`src/rtl/id_ex_pipe_reg.sv`:
```
// rtl/id_ex_pipe_reg.sv - ID/EX pipeline register with hold, bubble insertion and optional IDEX_PERF_CNT_EN counters
module id_ex_pipe_reg #(
    parameter int XLEN      = 32,
    parameter int RADDR_W   = 5,
`ifdef IDEX_PERF_CNT_EN
    parameter int ALUCTRL_W = 3,
    parameter int CNT_W     = 16
`else
    parameter int ALUCTRL_W = 3
`endif
) (
    input  logic                 clk,
    input  logic                 rst_n,
    input  logic                 StallE,
    input  logic                 FlushE,
    input  logic                 ValidD,
    input  logic                 RegWriteD,
    input  logic [1:0]           ResultSrcD,
    input  logic                 MemWriteD,
    input  logic                 JumpD,
    input  logic                 BranchD,
    input  logic                 ALUSrcD,
    input  logic [ALUCTRL_W-1:0] ALUControlD,
    input  logic [XLEN-1:0]      RD1D,
    input  logic [XLEN-1:0]      RD2D,
    input  logic [XLEN-1:0]      PCD,
    input  logic [XLEN-1:0]      PCPlus4D,
    input  logic [XLEN-1:0]      ImmExtD,
    input  logic [RADDR_W-1:0]   Rs1D,
    input  logic [RADDR_W-1:0]   Rs2D,
    input  logic [RADDR_W-1:0]   RdD,
    output logic                 ValidE,
    output logic                 RegWriteE,
    output logic [1:0]           ResultSrcE,
    output logic                 MemWriteE,
    output logic                 JumpE,
    output logic                 BranchE,
    output logic                 ALUSrcE,
    output logic [ALUCTRL_W-1:0] ALUControlE,
    output logic [XLEN-1:0]      RD1E,
    output logic [XLEN-1:0]      RD2E,
    output logic [XLEN-1:0]      PCE,
    output logic [XLEN-1:0]      PCPlus4E,
    output logic [XLEN-1:0]      ImmExtE,
    output logic [RADDR_W-1:0]   Rs1E,
    output logic [RADDR_W-1:0]   Rs2E,
`ifdef IDEX_PERF_CNT_EN
    output logic [RADDR_W-1:0]   RdE,
    output logic [CNT_W-1:0]     StallCntE,
    output logic [CNT_W-1:0]     BubbleCntE
`else
    output logic [RADDR_W-1:0]   RdE
`endif
);

    // A real instruction keeps its control bundle; an invalid slot loads as a
    // bubble so nothing downstream can write state, while its data still flows.
    logic load_ctrl;
    assign load_ctrl = ValidD;

    // Control bundle: flush beats stall beats load; invalid loads become bubbles.
    always_ff @(posedge clk or negedge rst_n) begin
        if (!rst_n) begin
            ValidE      <= 1'b0;
            RegWriteE   <= 1'b0;
            ResultSrcE  <= 2'b00;
            MemWriteE   <= 1'b0;
            JumpE       <= 1'b0;
            BranchE     <= 1'b0;
            ALUSrcE     <= 1'b0;
            ALUControlE <= '0;
        end else if (FlushE) begin
            ValidE      <= 1'b0;
            RegWriteE   <= 1'b0;
            ResultSrcE  <= 2'b00;
            MemWriteE   <= 1'b0;
            JumpE       <= 1'b0;
            BranchE     <= 1'b0;
            ALUSrcE     <= 1'b0;
            ALUControlE <= '0;
        end else if (!StallE) begin
            if (load_ctrl) begin
                ValidE      <= 1'b1;
                RegWriteE   <= RegWriteD;
                ResultSrcE  <= ResultSrcD;
                MemWriteE   <= MemWriteD;
                JumpE       <= JumpD;
                BranchE     <= BranchD;
                ALUSrcE     <= ALUSrcD;
                ALUControlE <= ALUControlD;
            end else begin
                ValidE      <= 1'b0;
                RegWriteE   <= 1'b0;
                ResultSrcE  <= 2'b00;
                MemWriteE   <= 1'b0;
                JumpE       <= 1'b0;
                BranchE     <= 1'b0;
                ALUSrcE     <= 1'b0;
                ALUControlE <= '0;
            end
        end
    end

    // Datapath fields: zeroed on flush so a bubble is a deterministic NOP,
    // held on stall, otherwise loaded regardless of ValidD.
    always_ff @(posedge clk or negedge rst_n) begin
        if (!rst_n) begin
            RD1E     <= '0;
            RD2E     <= '0;
            PCE      <= '0;
            PCPlus4E <= '0;
            ImmExtE  <= '0;
            Rs1E     <= '0;
            Rs2E     <= '0;
            RdE      <= '0;
        end else if (FlushE) begin
            RD1E     <= '0;
            RD2E     <= '0;
            PCE      <= '0;
            PCPlus4E <= '0;
            ImmExtE  <= '0;
            Rs1E     <= '0;
            Rs2E     <= '0;
            RdE      <= '0;
        end else if (!StallE) begin
            RD1E     <= RD1D;
            RD2E     <= RD2D;
            PCE      <= PCD;
            PCPlus4E <= PCPlus4D;
            ImmExtE  <= ImmExtD;
            Rs1E     <= Rs1D;
            Rs2E     <= Rs2D;
            RdE      <= RdD;
        end
    end

`ifdef IDEX_PERF_CNT_EN
    // A bubble enters E either by explicit flush or by loading an invalid slot.
    logic stall_evt;
    logic bubble_evt;
    assign stall_evt  = StallE && !FlushE;
    assign bubble_evt = FlushE || (!StallE && !ValidD);

    // Saturating perf counters; only reset clears them.
    always_ff @(posedge clk or negedge rst_n) begin
        if (!rst_n) begin
            StallCntE  <= '0;
            BubbleCntE <= '0;
        end else begin
            if (stall_evt && (StallCntE != {CNT_W{1'b1}})) begin
                StallCntE <= StallCntE + 1'b1;
            end
            if (bubble_evt && (BubbleCntE != {CNT_W{1'b1}})) begin
                BubbleCntE <= BubbleCntE + 1'b1;
            end
        end
    end
`endif

endmodule

```
`config.mk`:
```
export PLATFORM = sky130hd
export DESIGN_NAME = id_ex_pipe_reg
export DESIGN_NICKNAME = d
export VERILOG_FILES = /design/src/rtl/id_ex_pipe_reg.sv
export SDC_FILE = /design/constraint.sdc
export NUM_CORES = 1
export LEC_CHECK = 0
export BUFFER_PORTS_ARGS = -buffer_cell sky130_fd_sc_hd__buf_2
export CAP_MARGIN = 20
export CELL_PAD_IN_SITES_DETAIL_PLACEMENT = 0
export CELL_PAD_IN_SITES_GLOBAL_PLACEMENT = 1
export CORE_MARGIN = 2
export CORE_UTILIZATION = 32
export CTS_BUF_LIST = sky130_fd_sc_hd__clkbuf_4 sky130_fd_sc_hd__clkbuf_8
export DETAILED_ROUTE_END_ITERATION = 16
export PLACE_DENSITY_LB_ADDON = 0.08
export SYNTH_ARGS = -nofsm -noshare
export SYNTH_HDL_FRONTEND = slang
export SYNTH_SLANG_ARGS = --single-unit
```
`constraint.sdc`:
```
create_clock -name clk -period 0.8 [get_ports clk]
set_input_delay 0.2 -clock clk [delete_from_list [all_inputs] [get_ports clk]]
set_output_delay 0.2 -clock clk [all_outputs]
set_load 0.02 [all_outputs]
```
==> metrics.md <==
| Metric | Value |
|---|---|
| Post-synthesis sequential area ratio | `61.18%` |
| Maximum vdd drop | `0.8966 mV` |
| Final period util | `154.2%` |
| Worst path top cell family by delay | `flip-flops` |
| Slew @ Worst Pin | `722.9 ps` |
| Comb pwr share | `23.4%` |
| Hold Path Class | `input pin to register` |
| MaxCap Viol Count | `0` |
| Post-synthesis instance total | `593` |
| Die area | `25020 um2` |
| Initial Util | `32.51%` |
| Rel. slew slack | `51.71%` |
| Buf+Inv Stages, Crit Path | `1` |
| Worst slack at placement | `-411.8 ps` |
| Static leakage | `7.270 nW` |
| GRT Total Usage | `19.32%` |
| Net Sw Frac | `29.17%` |
| CP max-delay cell | `dfrtp_1` |
| Pint | `0.01539 W` |
| Core area | `23400 um2` |
| Area Overhead vs Synth | `82.02%` |
| Status | `complete, but fails checks` |
| TritonCTS Sinks | `186` |
| Slew Limit Fails | `0` |
| Crit path cell chain | `buf_6` |
| N_diodes | `0` |
| Sequential Power Share | `47.5%` |
| Mapped cell area | `7607 um2` |
| WP data arrival | `1030 ps` |
| H-tree Lvls | `4` |
| DR DRC count | `0` |
| Setup CP Type | `register to output port` |
| Vias | `6753` |
| Share of post-route cells with drive strength above 1 | `40.40%` |
| Drt wl/cell | `16.07 um` |
| Clk_lat worst skew | `450 ps` |
| Seq cells post-synth | `186` |
| Worst hold margin | `83.77 ps` |
| Number of placement rows | `56` |
| PwrDens | `1569 nW/um2` |
| Total gr overflow | `0` |
| CP peak stage delay | `430 ps` |
| Fillers | `2007` |
| I/O pin count | `376` |
| Post-route ant nets | `0` |
| Worst-path fanout max | `2` |
| Clk_skew | `0 ps` |
| IO buf count | `375` |
| Via/cell ratio | `4.346` |
| TritonRoute pass-1 iters | `4` |
| Area leader, netlist | `dfrtp_1` |
| Num CTS Buffers | `17` |
| Worst-path clk slew | `100 ps` |
| Kind of launch point of the worst setup path | `register` |
| Final min period | `1234 ps` |
| Initial DRC Count | `211` |
| Die Height | `158.2 um` |
| Violated checks | `negative setup slack` |
| Clock power frac | `29.2%` |
| Final setup vio count | `242` |
| Setup repair after global routing missed its margin | `true` |
| Synth Warn # | `0` |
| Initial antenna violation count | `0` |
| NumNets Final | `1412` |
| Yosys cell types | `12` |
| Synth top area share | `61.18%` |
| CTS tree | `done` |
| Pin count of the biggest net entering global routing | `65` |
| Sw power | `0.006337 W` |
| Fin Setup TNS | `-75760 ps` |
| Clk root buf | `clkbuf_8` |
| Post-Syn Area per Cell | `12.83 um2` |
| Net Count, Synth | `783` |
| Worst EP required | `600 ps` |
| Dominant cells by area after synthesis | `dfrtp_1 (61%), mux2i_1 (23%), nor2_1 (8.7%)` |
| Post-DP HPWL | `16920 um` |
| CTS Buffer Depth | `2` |
| Chip width | `158.2 um` |
| Achievable clock frequency | `810.5 MHz` |
| CP endpoint kind | `output port` |
| Final WL | `24970 um` |
| Power Total | `0.02172 W` |
| Vias in the first global route | `6997` |
| Hold Fails Final Rpt | `0` |
| Post-route worst setup slack | `-433.8 ps` |
| First-pass GRT wire length | `37250 um` |
| Placer Congestion | `0.7392` |
| Final Core Density | `59.17%` |
[path summary, 6_finish.rpt]
check,slack (ps),from,depth (start not counted),to
max,-430,RD1E[25]$_DFFE_PN0P_,1,RD1E[25]
max reg2reg,-180,ResultSrcE[0]$_DFFE_PN0P_,3,ResultSrcE[0]$_DFFE_PN0P_
min,80,FlushE,3,RD1E[1]$_DFFE_PN0P_
min in group asynchronous,230,rst_n,2,PCE[17]$_DFFE_PN0P_
min reg2reg,540,JumpE$_DFFE_PN0P_,1,JumpE$_DFFE_PN0P_
max in group asynchronous,90,rst_n,3,PCPlus4E[17]$_DFFE_PN0P_
[final cells by class]
| class | count | area, um2 | area share (%) |
|---|---|---|---|
| sequential | 186 | 4654 | 33.61 |
| timing repair buffer | 652 | 5867 | 42.37 |
| clock buffer | 19 | 249.0 | 1.798 |
| multi-input combinational | 364 | 2539 | 18.33 |
| clock inverter | 13 | 135.1 | 0.9759 |
| tap | 319 | 399.1 | 2.882 |
| inverter | 1 | 3.754 | 0.02711 |
[power groups by stage]
stage / clock, W / sequential (W) / combinational [W]
6_report: 0.00634 / 0.0103 / 0.00508
2_1_floorplan: 0 / 0.0110 / 0.00127
4_1_cts: 0.00658 / 0.0103 / 0.00495
3_5_place_dp: 0 / 0.0104 / 0.00352
5_1_grt: 0.00696 / 0.0104 / 0.00546
3_3_place_gp: 0 / 0.0103 / 0.00351
[cells in the mapped netlist]
| master | n |
|---|---|
| clkinv_1 | 1 |
| buf_1 | 7 |
| buf_12 | 11 |
| nor2b_1 | 2 |
| buf_4 | 4 |
| dfrtp_1 | 186 |
| a32o_1 | 10 |
| mux2i_1 | 176 |
| buf_2 | 5 |
| nor2_1 | 176 |
| buf_8 | 5 |
| clkbuf_1 | 10 |
[what timing repair did]
| action | 4_1_cts | 5_1_grt |
|---|---|---|
| hold buffers | 186 | 0 |
| resized for setup | 372 | 11 |
| setup endpoints to repair | 186 | 216 |
| pin swaps | 0 | 9 |
| setup buffers | 22 | 39 |
| hold endpoints to repair | 371 | 0 |
[registers in the layout, indices dropped and copies added (netlist names)]
register     cells
RD2E            32
ALUSrcE          1
PCE             32
Rs2E             5
BranchE          1
Rs1E             5
ImmExtE         32
RdE              5
ResultSrcE       2
RD1E            32
ALUControlE      3
ValidE           1
JumpE            1
RegWriteE        1
PCPlus4E        32
MemWriteE        1
[metrics by stage]
step,std cells,instance area (um2)
CTS,1518,13540
global route,1554,13850
global placement,1278,9961
detailed placement,1278,9961
finish,1554,13850
floorplan,593,7645
[per-layer routing]
| metal | GRT usage [%] | part of all wire [%] | vias up |
|---|---|---|---|
| li1 | - | - | 3231 |
| met1 | 22.94 | 40 | 3245 |
| met2 | 32.96 | 50 | 241 |
| met3 | 6.132 | 7.5 | 36 |
| met4 | 6.864 | 2.5 | 0 |
| met5 | 0 | 0 | - |
[kinds of logic after synthesis]
logic type             after synthesis  synth area share, %
and+or+nand+nor                    178                8.849
buffers and inverters               43                5.493
DFF                                186                61.18
AOI/OAI and AO/OA                   10                1.316
muxes                              176                23.16
[cell usage in the layout (no fill, tap or decap), types with 2 or more instances in the layout]
master           n
buf_2          186
dlygate4sd3_1  186
clkbuf_8        17
inv_8            3
mux2i_1        175
clkinvlp_4       3
buf_12          18
clkbuf_4         2
nor2b_1          2
nor2_1         176
inv_6            3
buf_6          197
clkinv_4         2
a32o_1          10
dfrtp_1        186
buf_4           64
No activity file was read; power rests on OpenSTA's default activity.
